$ cat src/rtl/crc_pkg.sv
// Shared types and standard generator polynomials for the PUSCH CRC attach chain.
package crc_pkg;

    typedef enum logic [1:0] {
        IDLE   = 2'd0,
        DATA   = 2'd1,
        APPEND = 2'd2
    } state_e;

    localparam logic [23:0] CRC24A_POLY = 24'h864CFB;
    localparam logic [23:0] CRC24B_POLY = 24'h800063;
    localparam logic [15:0] CRC16_POLY  = 16'h1021;
    localparam logic [10:0] CRC11_POLY  = 11'h621;

endpackage

$ cat src/rtl/crc_attach_lfsr.sv
// CRC_W-bit MSB-first CRC register with seed load, data step and zero-fill shift-out.
module crc_lfsr #(
    parameter int unsigned      CRC_W = 24,
    parameter logic [CRC_W-1:0] POLY  = '0,
    parameter logic [CRC_W-1:0] SEED  = '0
) (
    input  logic             CLK,
    input  logic             RST,
    input  logic             load_seed,
    input  logic             step,
    input  logic             din,
    input  logic             shift,
    output logic [CRC_W-1:0] lfsr,
    output logic [CRC_W-1:0] step_val
);

    logic [CRC_W-1:0] lfsr_q;

    assign lfsr = lfsr_q;

    // Value the register takes if the current din is absorbed; also used for CRC_OUT capture.
    always_comb begin
        step_val = {lfsr_q[CRC_W-2:0], 1'b0} ^ ((din ^ lfsr_q[CRC_W-1]) ? POLY : '0);
    end

    always_ff @(posedge CLK or negedge RST) begin
        if (!RST) begin
            lfsr_q <= SEED;
        end else if (load_seed) begin
            lfsr_q <= SEED;
        end else if (step) begin
            lfsr_q <= step_val;
        end else if (shift) begin
            lfsr_q <= {lfsr_q[CRC_W-2:0], 1'b0};
        end
    end

endmodule

$ cat src/rtl/crc_attach.sv
// Bit-serial CRC attacher: forwards data bits, then appends CRC_W parity bits MSB-first.
// Define CRC_CHECK_EN to add receive-check mode (CHECK_MODE input, CRC_OK output).
module crc_attach
    import crc_pkg::*;
#(
    parameter int unsigned      CRC_W = 24,
    parameter logic [CRC_W-1:0] POLY  = CRC_W'(CRC24A_POLY),
    parameter logic [CRC_W-1:0] SEED  = '0
) (
    input  logic             CLK,
    input  logic             RST,
    input  logic             IN_VALID,
    input  logic             IN_DATA,
    input  logic             IN_LAST,
    output logic             IN_READY,
    output logic             OUT_VALID,
    output logic             OUT_DATA,
    output logic             OUT_LAST,
    input  logic             OUT_READY,
    output logic [CRC_W-1:0] CRC_OUT,
    output logic             CRC_DONE,
    output logic             BUSY,
`ifdef CRC_CHECK_EN
    input  logic             CHECK_MODE,
    output logic             CRC_OK,
`endif
    output state_e           DBG_STATE
);

    localparam int unsigned      CNT_W    = $clog2(CRC_W + 1);
    localparam logic [CNT_W-1:0] CNT_LAST = CNT_W'(CRC_W - 1);
    localparam logic [CNT_W-1:0] CNT_END  = CNT_W'(CRC_W);

    state_e           state_q, state_d;
    logic [CNT_W-1:0] cnt_q, cnt_d;
    logic             out_valid_q, out_data_q, out_last_q;
    logic [CRC_W-1:0] crc_q;
    logic             done_q;
    logic [CRC_W-1:0] lfsr_q, step_val;
    logic             load_seed, step, shift;
    logic             load_out, out_bit_d, out_last_d, frame_end;
    logic             can_load, in_xfer, out_xfer, check_eff;

    crc_lfsr #(
        .CRC_W (CRC_W),
        .POLY  (POLY),
        .SEED  (SEED)
    ) u_lfsr (
        .CLK       (CLK),
        .RST       (RST),
        .load_seed (load_seed),
        .step      (step),
        .din       (IN_DATA),
        .shift     (shift),
        .lfsr      (lfsr_q),
        .step_val  (step_val)
    );

    // Handshake: a beat moves on a port when valid && ready in the same cycle. OUT_VALID is
    // only withdrawn by a transfer, and IN_READY follows output-stage space so a stalled
    // downstream stalls the upstream in the same cycle.
    assign can_load  = !out_valid_q || OUT_READY;
    assign IN_READY  = ((state_q == IDLE) || (state_q == DATA)) && can_load;
    assign in_xfer   = IN_VALID && IN_READY;
    assign out_xfer  = out_valid_q && OUT_READY;

    assign OUT_VALID = out_valid_q;
    assign OUT_DATA  = out_data_q;
    assign OUT_LAST  = out_last_q;
    assign CRC_OUT   = crc_q;
    assign CRC_DONE  = done_q;
    assign BUSY      = (state_q != IDLE);
    assign DBG_STATE = state_q;

`ifdef CRC_CHECK_EN
    logic check_q, ok_q;
    assign CRC_OK    = ok_q;
    // Mode is taken from the first bit of a frame and held for the rest of it.
    assign check_eff = (state_q == IDLE) ? CHECK_MODE : check_q;
`else
    assign check_eff = 1'b0;
`endif

    always_comb begin
        state_d    = state_q;
        cnt_d      = cnt_q;
        load_seed  = 1'b0;
        step       = 1'b0;
        shift      = 1'b0;
        load_out   = 1'b0;
        out_bit_d  = 1'b0;
        out_last_d = 1'b0;
        frame_end  = 1'b0;
        case (state_q)
            IDLE, DATA: begin
                if (in_xfer) begin
                    step       = 1'b1;
                    load_out   = 1'b1;
                    out_bit_d  = IN_DATA;
                    out_last_d = IN_LAST && check_eff;
                    if (IN_LAST) begin
                        frame_end = 1'b1;
                        cnt_d     = '0;
                        if (check_eff) begin
                            state_d   = IDLE;
                            load_seed = 1'b1;
                        end else begin
                            state_d = APPEND;
                        end
                    end else begin
                        state_d = DATA;
                    end
                end
            end
            APPEND: begin
                // cnt_q == CNT_END means every parity bit is loaded; wait for the last to drain.
                if (can_load && (cnt_q != CNT_END)) begin
                    shift      = 1'b1;
                    load_out   = 1'b1;
                    out_bit_d  = lfsr_q[CRC_W-1];
                    out_last_d = (cnt_q == CNT_LAST);
                    cnt_d      = cnt_q + 1'b1;
                end
                if (out_xfer && out_last_q) begin
                    state_d   = IDLE;
                    load_seed = 1'b1;
                end
            end
            default: state_d = IDLE;
        endcase
    end

    always_ff @(posedge CLK or negedge RST) begin
        if (!RST) begin
            state_q     <= IDLE;
            cnt_q       <= '0;
            out_valid_q <= 1'b0;
            out_data_q  <= 1'b0;
            out_last_q  <= 1'b0;
            crc_q       <= '0;
            done_q      <= 1'b0;
        end else begin
            state_q <= state_d;
            cnt_q   <= cnt_d;
            if (load_out) begin
                out_valid_q <= 1'b1;
                out_data_q  <= out_bit_d;
                out_last_q  <= out_last_d;
            end else if (out_xfer) begin
                out_valid_q <= 1'b0;
            end
            done_q <= frame_end;
            if (frame_end) begin
                crc_q <= step_val;
            end
        end
    end

`ifdef CRC_CHECK_EN
    always_ff @(posedge CLK or negedge RST) begin
        if (!RST) begin
            check_q <= 1'b0;
            ok_q    <= 1'b0;
        end else begin
            if (in_xfer && (state_q == IDLE)) begin
                check_q <= CHECK_MODE;
            end
            if (frame_end) begin
                ok_q <= (step_val == '0);
            end
        end
    end
`endif

endmodule

$ cat config.mk
export PLATFORM = sky130hd
export DESIGN_NAME = crc_attach
export DESIGN_NICKNAME = d
export VERILOG_FILES = /design/src/rtl/crc_pkg.sv /design/src/rtl/crc_attach_lfsr.sv /design/src/rtl/crc_attach.sv
export SDC_FILE = /design/constraint.sdc
export NUM_CORES = 1
export LEC_CHECK = 0
export CORE_MARGIN = 5
export CORE_UTILIZATION = 48
export DETAILED_ROUTE_END_ITERATION = 8
export GPL_ROUTABILITY_DRIVEN = 0
export PLACE_DENSITY = 0.81
export SLEW_MARGIN = 20
export SYNTH_ARGS = -nofsm -noshare
export SYNTH_HDL_FRONTEND = slang
export SYNTH_SLANG_ARGS = --single-unit
$ cat constraint.sdc
create_clock -name CLK -period 1.65 [get_ports CLK]
set_clock_uncertainty 0.2 [all_clocks]
set_input_delay 0.2475 -clock CLK [delete_from_list [all_inputs] [get_ports CLK]]
set_output_delay 0.2475 -clock CLK [all_outputs]
set_load 0.01 [all_outputs]
==> results of run 1 <==
metal layers:
layer	global-route usage	vias up
met4	0.0669	0
met1	0.204	924
li1	-	920
met2	0.266	38
met3	0.0604	9
met5	0	-
placed cells by master, fill, tap and decap left out, types with 2 or more instances in the layout:
cell type        netlist  routed
and3_1                 3       2
dfrtp_1               59      58
dlygate4sd2_1          0      30
a21oi_1                2       2
a22o_1                27      27
clkinv_2               0       3
clkbuf_8               0       9
xor2_1                24      21
xor2_2                 0       3
nor2_2                 0       2
nor2_1                 5       2
o22ai_1                2       2
buf_6                  1       7
buf_12                 0       5
nand2_1               49      48
inv_1                  4       3
buf_2                  7       2
nand2b_1               3       2
clkbuf_1               3       2
nand3_2                0       2
clkdlybuf4s50_1        0       3
buf_4                  0      19
ha_2                   0       2
o21ai_0               16      16
area by class of cell:
type	instances	share of cell area
inverter	4	0.00497
tap	70	0.0248
sequential	59	0.419
timing repair buffer	70	0.196
clock inverter	5	0.0153
multi-input combinational	154	0.303
clock buffer	11	0.0373
tightest hold or removal path, delay by kind of cell:
kind                   cells  cell delay, ns
buffers and inverters      3            0.90
power groups by stage:
stage | Combinational (mW) | Sequential (mW) | Clock [mW]
after global placement | 2.59 | 2.38 | 0
after floorplan | 1.34 | 2.50 | 0
after global routing | 3.01 | 2.44 | 1.35
final | 2.75 | 2.38 | 1.25
after CTS | 2.69 | 2.38 | 1.27
after detailed placement | 2.67 | 2.41 | 0
repair_timing:
action / CTS / global route
gates resized for setup: 51 / 17
setup endpoints to repair: 60 / 60
hold endpoints to repair: 59 / 0
hold buffers: 1 / 0
pin swaps: 5 / 11
setup buffers: 6 / 2
cloned: 1 / 0
per-stage QoR:
| step | std cells | hold WS, ns |
|---|---|---|
| after floorplan | 229 | -0.248 |
| after global placement | 347 | 0.0676 |
| after detailed placement | 347 | 0.0720 |
| after CTS | 371 | 0.237 |
| after global routing | 373 | 0.266 |
| final | 373 | 0.225 |
how the worst min path moves through the flow:
| stage | start | slack (ns) | end | depth (start not counted) |
|---|---|---|---|---|
| floorplan | RST | -0.25 | CRC_DONE | 0 |
| global placement | RST | 0.07 | cnt_q[1] | 2 |
| detailed placement | RST | 0.07 | CRC_OUT[2] | 2 |
| CTS | RST | 0.24 | CRC_OUT[16] | 3 |
| global route | RST | 0.27 | OUT_VALID | 3 |
| finish | RST | 0.22 | cnt_q[1] | 3 |
kinds of logic (layout without fill, tap and decap cells):
family                   count (synthesis)  count (layout)  synth area share
AO/OA/AOI/OAI                           53              53             0.154
XOR/XNOR                                26              26            0.0923
adder cells (fa/ha/maj)                  2               2           0.00982
buffers and inverters                   16              90            0.0299
flip-flops                              59              59             0.579
multiplexers                             1               1           0.00442
AND/OR/NAND/NOR                         72              72             0.130
flip-flops by register name (all words and copies together), names as in the netlist:
name and count:
u_lfsr.lfsr 24, CRC_OUT 24, OUT_VALID 1, OUT_LAST 1, OUT_DATA 1, cnt_q 5
DBG_STATE 2, CRC_DONE 1
==> out/qor.txt, run 1 <==
CP Capture Type: flip-flop
Final Cycle Share: 1.10
Ports: 38
Fin. Hold Viols: 0
Avg Cell Area, Syn: 11.1 um^2
Final ANT Viol Nets: 0
Pre-Repair DR Iteration Count: 4
final core utilization: 0.686
initial DRC count: 104
CP required: 1.73 ns
core area: 5140 um^2
r2r setup slk: -0.16 ns
Comb pwr share: 0.431
Post-DP Area: 3170 um^2
Fin Setup TNS: -2.39 ns
crit start category: flip-flop
Ys Warns: 0
Yosys cell types: 33
GRT Util Overall: 0.166
HPWL after DPL: 3490 um
most used cell along the critical path: buf_12
synthesized flop and latch total: 59
Setup Viol. Count Final: 26
top cell type's share of synthesized area: 0.579
clock transition at the registers of the reported paths: 0.06 ns
area leader, netlist: dfrtp_1
M1 WL: 2520 um
area grow syn2layout: 38.3%
Reg power frac: 0.373
arrival time worst endpoint: 1.89 ns
Worst Hold Class: in -> async
Top Family by Delay on Critical Path: flip-flops
# fillers: 410
H-Tree Level Count: 3
CP peak stage delay: 0.43 ns
DR vias/cell: 5.07
Buf+Inv Stages, Crit Path: 3
Port Buffers: 37
relative max-transition margin: 0.792
R2R cell count: 7
post-route setup slack: -0.159 ns
starting density of the core: 0.496
clock sink count: 59
die area: 6870 um^2
cell count after synthesis: 229
sw power: 2.26 mW
main flop type after synthesis: dfrtp_1
drt drc: 0
Worst IR Drop VDD: 1.05 mV
Diodes inserted: 0
most common library cells after synthesis: 59 x dfrtp_1, 49 x nand2_1, 27 x a22o_1, 24 x xor2_1, 16 x o21ai_0
Setup crit end: u_lfsr.lfsr[1]
Via Count: 1891
post-route cell area: 3520 um^2
layout cell share with drive strength beyond 1: 0.234
failing checks: setup timing
crit-path max FO: 7
fin nets: 306
buffer depth of the longest clock path: 2
Critical R2R Capture: u_lfsr.lfsr[1]
Die Ht: 82.9 um
Crit Path Class: reg -> reg
number of synthesized flops with an enable pin: 0
routed len/inst: 14.7 um
root buf cell: clkbuf_8
Std-Cell Rows: 26
antenna violations before repair: 0
internal power: 4.11 mW
Post-synth ARST share: 1.00
critical path, cell by cell: buf_6, nand2b_4, nor3_4, buf_12, buf_12, xor2_1, a22o_1
register area share after synthesis: 0.579
unrepaired setup endpoints after global routing: yes
met3 wire len: 212 um
max cap viols: 0
top-count cell post-synth: dfrtp_1
TritonCTS buffer count: 9
sw frac: 0.355
Syn Nets: 237
Worst Setup SP: DBG_STATE[1]
PD cells: 1810 nW/um^2
routed wl met2: 2680 um
reg2reg start: DBG_STATE[1]
Slew Limit Fails: 0
DR top layer: met4
global-route wire length before repair: 9230 um
crit path max-delay cell type: dfrtp_2
Worst-Margin Slew: 0.312 ns
pre-CTS WS: -0.404 ns
Fmax achieved: 553 MHz
leakage: 1.87 nW
status: complete, but fails checks
CTS tree: yes
number of global-route vias before repair: 1989
routed wire length: 5500 um
largest net degree at the start of global routing: 60
Clock Latency Late Sink: 0.34 ns
area of the multi-input gates: 1070 um^2
clock share of power: 0.196
synth top area cells: dfrtp_1 58%, a22o_1 9.3%, xor2_1 8.2%, nand2_1 7.2%, o21ai_0 3.1%
Tmin final: 1.81 ns
Die X: 82.9 um
GRT overflow: 0
synthesized area: 2550 um^2
CP Depth: 7
Tot Pwr: 6.38 mW
Register Area: 1480 um^2
Note: power is estimated with default switching activity, not from simulation.
==> run 2: changes to the inputs <==
--- a/config.mk
+++ b/config.mk
@@ -10,7 +10,7 @@
 export DETAILED_ROUTE_END_ITERATION = 8
 export GPL_ROUTABILITY_DRIVEN = 0
 export PLACE_DENSITY = 0.81
-export SLEW_MARGIN = 20
+export SLEW_MARGIN = 25
 export SYNTH_ARGS = -nofsm -noshare
 export SYNTH_HDL_FRONTEND = slang
 export SYNTH_SLANG_ARGS = --single-unit
==> results of run 2 <==
No change in the layout: final DEF, timing and power equal those of run 1.
